## config.mk

```make
export PLATFORM = sky130hd
export DESIGN_NAME = complex_operand_dispatch
export DESIGN_NICKNAME = d
export VERILOG_FILES = /design/src/rtl/complex_operand_dispatch.sv
export SDC_FILE = /design/constraint.sdc
export NUM_CORES = 2
export LEC_CHECK = 0
export ABC_CLOCK_PERIOD_IN_PS = 38100
export CORE_MARGIN = 2
export CORE_UTILIZATION = 56
export CTS_CLUSTER_SIZE = 10
export DETAILED_ROUTE_END_ITERATION = 16
export PLACE_DENSITY = 0.8
export SLEW_MARGIN = 20
export SYNTH_ARGS = -nofsm -noshare
export SYNTH_HDL_FRONTEND = slang
export SYNTH_SLANG_ARGS = --single-unit
export TNS_END_PERCENT = 20
```

## constraint.sdc

```tcl
create_clock -name clk -period 38.1 [get_ports clk]
set_clock_uncertainty 0.2 [all_clocks]
set_input_delay 3.81 -clock clk [delete_from_list [all_inputs] [get_ports clk]]
set_output_delay 3.81 -clock clk [all_outputs]
set_load 0.005 [all_outputs]
```

## src/rtl/complex_operand_dispatch.sv

```systemverilog
`default_nettype none
// +-----------------------------------------------------------------------------+
// | complex_operand_dispatch: pair FIFO that fans each head pair out to four   |
// | independently handshaken operand channels.            Revision: 1.0        |
// +-----------------------------------------------------------------------------+
module complex_operand_dispatch #(
  parameter int DEPTH = 4,
  parameter int CNT_W = 16
) (
  input  logic                     clk,
  input  logic                     rst,
  input  logic [63:0]              in_a_real,
  input  logic [63:0]              in_a_imag,
  input  logic [63:0]              in_b_real,
  input  logic [63:0]              in_b_imag,
  input  logic                     in_stb,
  output logic                     in_ack,
  output logic [63:0]              output_a_real,
  output logic [63:0]              output_a_imag,
  output logic [63:0]              output_b_real,
  output logic [63:0]              output_b_imag,
  output logic                     output_a_real_stb,
  output logic                     output_a_imag_stb,
  output logic                     output_b_real_stb,
  output logic                     output_b_imag_stb,
  input  logic                     output_a_real_ack,
  input  logic                     output_a_imag_ack,
  input  logic                     output_b_real_ack,
  input  logic                     output_b_imag_ack,
  output logic [$clog2(DEPTH):0]   level,
  output logic [CNT_W-1:0]         issued_count
);

  localparam int AW = $clog2(DEPTH);
  localparam int PW = AW + 1;
  localparam logic [PW-1:0]    PTR_ONE = PW'(1);
  localparam logic [CNT_W-1:0] CNT_ONE = CNT_W'(1);

  logic [255:0]  mem [DEPTH];
  logic [PW-1:0] wr_ptr;
  logic [PW-1:0] rd_ptr;
  logic [3:0]    done;

  logic          full;
  logic          empty;
  logic          push;
  logic          pop;
  logic [3:0]    stb;
  logic [3:0]    ack;
  logic [3:0]    xfer;
  logic [255:0]  head;

  assign full  = (wr_ptr[AW] != rd_ptr[AW]) && (wr_ptr[AW-1:0] == rd_ptr[AW-1:0]);
  assign empty = (wr_ptr == rd_ptr);

  assign in_ack = !full;
  assign push   = in_stb && !full;

  // Channel order throughout: bit 0 a_real, 1 a_imag, 2 b_real, 3 b_imag.
  assign ack  = {output_b_imag_ack, output_b_real_ack, output_a_imag_ack, output_a_real_ack};
  assign stb  = empty ? 4'b0000 : ~done;
  assign xfer = stb & ack;
  assign pop  = !empty && (&(done | xfer));

  assign output_a_real_stb = stb[0];
  assign output_a_imag_stb = stb[1];
  assign output_b_real_stb = stb[2];
  assign output_b_imag_stb = stb[3];

  assign head          = mem[rd_ptr[AW-1:0]];
  assign output_a_real = head[63:0];
  assign output_a_imag = head[127:64];
  assign output_b_real = head[191:128];
  assign output_b_imag = head[255:192];

  assign level = wr_ptr - rd_ptr;

  always_ff @(posedge clk or posedge rst) begin
    if (rst) begin
      for (int k = 0; k < DEPTH; k++) begin
        mem[k] <= '0;
      end
    end else if (push) begin
      mem[wr_ptr[AW-1:0]] <= {in_b_imag, in_b_real, in_a_imag, in_a_real};
    end
  end

  always_ff @(posedge clk or posedge rst) begin
    if (rst) begin
      wr_ptr       <= '0;
      rd_ptr       <= '0;
      done         <= 4'b0000;
      issued_count <= '0;
    end else begin
      if (push) begin
        wr_ptr <= wr_ptr + PTR_ONE;
      end
      if (pop) begin
        rd_ptr       <= rd_ptr + PTR_ONE;
        done         <= 4'b0000;
        issued_count <= issued_count + CNT_ONE;
      end else begin
        done <= done | xfer;
      end
    end
  end

endmodule
`default_nettype wire

```

# Word-level counts from Yosys, hierarchy flattened
# Cells that the tools add are included.
# word_totals
reg_bits	1050
inputBits	263
output_inout_bits	280
elab_cells	38
# op_classes
n_addsub	4
n_lt_le_gt_ge	3
eq_ne	3
mux	8
bitwise	5
reduce_logical	7
# ops
operator	count
$bwmux W1024	1
$mux W256	3
$bmux W256 S2	1
$demux W256 S2	1
$add A16 B1 Y16 const B	1
$mux W4	2
$add A3 B1 Y3 const B	2
$ge A3 B3 Y1 const B	2
$not A2 Y3	2
$and A4 B4 Y4	1
$logic_and A1 B1 Y1	4
$not A4 Y4	1
$or A4 B4 Y4	1
$reduce_and A4 Y1	1
$eq A3 B3 Y1	1
$lt A3 B1 Y1 const B	1
$sub A3 B3 Y3	1
$eq A2 B2 Y1	1
$logic_not A1 Y1	2
$ne A1 B1 Y1	1

# Logic depth before layout (Yosys ltp)
# depth
depth_word	7
depth_mapped	12
ltp_nobuf	6

# Worst setup path after synthesis
# No wires, ideal clock.
# synth_path
path_kind	register to output
from	reg rd_ptr[1]
to	out output_a_imag_stb
arrival_ps	2122
setup_slack_ps	31968
path_stages_with_launch	10
n_path_buf	4
cell_sequence	dfrtp_1 -> clkbuf_1 -> buf_2 -> buf_1 -> buf_2 -> inv_1 -> ha_1 -> and2_1 -> and2_1 -> nor2_1
# synth_via
elab_chain_cells	2
# synth_lines
element	line	source
from (decl)	41	logic [PW-1:0] rd_ptr;
from (signal assigned)	99	rd_ptr <= rd_ptr + PTR_ONE;
$eq A3 B3 Y1	54	assign empty = (wr_ptr == rd_ptr);
$mux W4	61	assign stb = empty ? 4'b0000 : ~done;
to (decl)	23	output logic output_a_imag_stb,
# No other way between the ends.

# Worst setup path after layout
# layout_path
from	reg rd_ptr[1]
to	out output_a_real[5]
# layout_via
elab_chain_cells	4
# layout_lines
element	line	source
$not A2 Y3 (implied by the code)	70	assign head = mem[rd_ptr[AW-1:0]];
$bmux W256 S2	70	
$mux W256 (implied by the code) (2 in a row)	70	
to (decl)	18	output logic [63:0] output_a_real,
# No other way between the ends. The select of a mux whose other input is x is not followed.

==> impl_metrics.env <==
export IMPL_outcome="complete, no violations"
export IMPL_max_slew_margin_pct=25.8
export IMPL_postCtsResizedCells=0
export IMPL_power_density_nw_per_um2=95.7
export IMPL_clock_latency_ns=0.68
export IMPL_rr_endpoint="mem[597]$_DFFE_PP0P_"
export IMPL_timing_final_hold_violations=0
export IMPL_netlist_area_sq_um=45300
export IMPL_layout_min_cycle_time_ns=8.44
export IMPL_holdBufCountCts=0
export IMPL_fillers=5130
export IMPL_grt_pass1_wl_um=163000
export IMPL_ios=543
export IMPL_power_leakage_uw=0.0227
export IMPL_rsz0062_at_grt="false"
export IMPL_tns_ns=0
export IMPL_max_freq_mhz=118
export IMPL_place_gp_congestion=0.793
export IMPL_crit_type="register to output port"
export IMPL_tightestPinTransition_ns=1.11
export IMPL_drt_iter0_drc=1199
export IMPL_place_hpwl_um=66500
export IMPL_port_buffers=542
export IMPL_drcViolationCount=0
export IMPL_avgSynthCellArea_sq_um=17.5
export IMPL_clk_pin_slew_worst_paths_ns=0.06
export IMPL_worstPathArrival_ns=4.43
export IMPL_vias_per_cell=5.91
export IMPL_ys_seq_elements=1050
export IMPL_ys_types=25
export IMPL_clk_path_buf_depth=3
export IMPL_crit_start="rd_ptr[1]$_DFFE_PP0P_"
export IMPL_dieArea_sq_um=83200
export IMPL_end_kind="output port"
export IMPL_coreArea_sq_um=80300
export IMPL_first_pass_iters=4
export IMPL_crit_required_ns=34.09
export IMPL_nNetsFinal=3386
export IMPL_cts_tree="yes"
export IMPL_cts_setup_buffers=0
export IMPL_layout_common_cells="dfrtp_1, mux2_1, clkdlybuf4s50_1, mux4_2, mux2_2"
export IMPL_cap_viol_max_count=0
export IMPL_root_buffer="clkbuf_16"
export IMPL_ff2ff_path_depth=9
export IMPL_grt_max_degree=202
export IMPL_grt_pass1_vias=28353
export IMPL_start_kind="register"
export IMPL_setup_viol=0
export IMPL_grt_use_total_pct=25.2
export IMPL_final_max_slew_viol_count=0
export IMPL_antenna_found_initial=33
export IMPL_holdCritStartpoint="mem[697]$_DFFE_PP0P_"
export IMPL_reg2reg_slack_ns=31.86
export IMPL_hold_class="register to register"
export IMPL_wl_per_cell_um=24.6
export IMPL_drive_gt1_share_pct=19.9
export IMPL_synthCells=2595
export IMPL_initial_utilization_pct=56.4
export IMPL_cts_sinks=1050
export IMPL_r2r_start="rd_ptr[0]$_DFFE_PP0P_"
export IMPL_ant_nets=0
export IMPL_period_share_pct=22.2
export IMPL_worstPathMaxFanout=109
export IMPL_h_tree_depth=3
export IMPL_crit_end="output_a_real[5]"
export IMPL_die_w_um=288
export IMPL_ys_seq_area_share_pct=58.0
export IMPL_wl_um=104000
export IMPL_dp_cells=4051
export IMPL_die_y_um=288
export IMPL_synth_warning_count=0
export IMPL_area_growth_pct=20.7
export IMPL_ir_drop_mv=0.0891
export IMPL_syn_nets=2867
export IMPL_vias=24912
export IMPL_rows=104
export IMPL_overflow=0
export IMPL_mostFrequentLayoutCell="dfrtp_1"
export IMPL_final_cells=4214
export IMPL_numCtsBuffers=117
-- stage by stage --
step / utilization, % / worst slack (ns) / cell area, sq um / power (uW) / hold WS, ns
floorplan: - / 4.54 / 45300 / 3260 / 0.259
global placement: 63.9 / 29.97 / 51300 / 4150 / 0.268
detailed placement: 63.9 / 29.80 / 51300 / 4290 / 0.275
CTS: 67.9 / 29.52 / 54500 / 5290 / 0.287
global route: 68.1 / 29.35 / 54600 / 5530 / 0.296
finish: 68.1 / 29.66 / 54600 / 5230 / 0.283
-- cells in the mapped netlist, drive strengths merged --
master	instances	area [sq um]
mux4	256	5770
a211oi	1	12.5
inv	6	22.5
nand2	10	37.5
buf	163	1030
a21boi	1	18.8
nand4	6	37.5
clkbuf	11	41.3
a21oi	4	20.0
and3	6	37.5
xnor2	19	166
fa	1	20.0
o22ai	2	12.5
mux2	1025	11500
and4	3	26.3
nand3	7	35.0
dfrtp	1050	26300
o21ai	2	10.0
nor2	8	30.0
xor2	3	26.3
ha	8	100
and2	3	18.8
-- logic make-up after synthesis --
family | count (synthesis) | synth area share (%)
DFF | 1050 | 58.0
adders and majority gates | 9 | 0.265
xor gates and xnor gates | 22 | 0.425
muxes | 1281 | 38.2
buffers and inverters | 180 | 2.42
AOI/OAI and AO/OA | 10 | 0.163
and+or+nand+nor | 43 | 0.492
-- how the worst min path moves through the flow --
stage	end	slack, ns	cells past startpoint
floorplan	mem[490]$_DFFE_PP0P_	0.26	1
global placement	mem[565]$_DFFE_PP0P_	0.27	1
detailed placement	mem[631]$_DFFE_PP0P_	0.28	1
CTS	mem[643]$_DFFE_PP0P_	0.29	1
global route	mem[502]$_DFFE_PP0P_	0.30	1
finish	mem[697]$_DFFE_PP0P_	0.28	1
-- cell type report --
cell class	instances	area, sq um	area share, %
Timing Repair Buffer	574	5830	10.7
Inverter	6	30.0	0.0549
Sequential cell	1050	26300	48.1
Multi-Input combinational cell	1365	17900	32.8
Antenna cell	18	45.0	0.0824
Clock inverter	7	113	0.206
Clock buffer	134	3070	5.62
Tap cell	1060	1330	2.43
-- registers in the layout, indices dropped and copies added (netlist names) --
name and cells:
done 4, issued_count 16, mem 1024, rd_ptr 3
wr_ptr 3
-- power by group --
part	switching, uW	leakage, uW	internal [uW]
registers	314	0.0125	1690
logic	877	0.00866	1370
clock network	415	0.00156	560
total	1610	0.0227	3630
-- layer usage --
layer,routed length (um),up-vias,global-route usage [%]
li1,-,10692,-
met1,40100,13363,31.2
met2,51700,610,41.5
met3,7650,217,7.76
met4,3840,30,10.4
met5,195,-,0
-- worst max-delay path: stages (launching register included) --
cell,delay [ns]
dfrtp_4,0.99
buf_12,0.62
buf_12,0.70
mux4_2,0.60
clkdlybuf4s50_1,0.57
(Power assumes the default switching activity.)
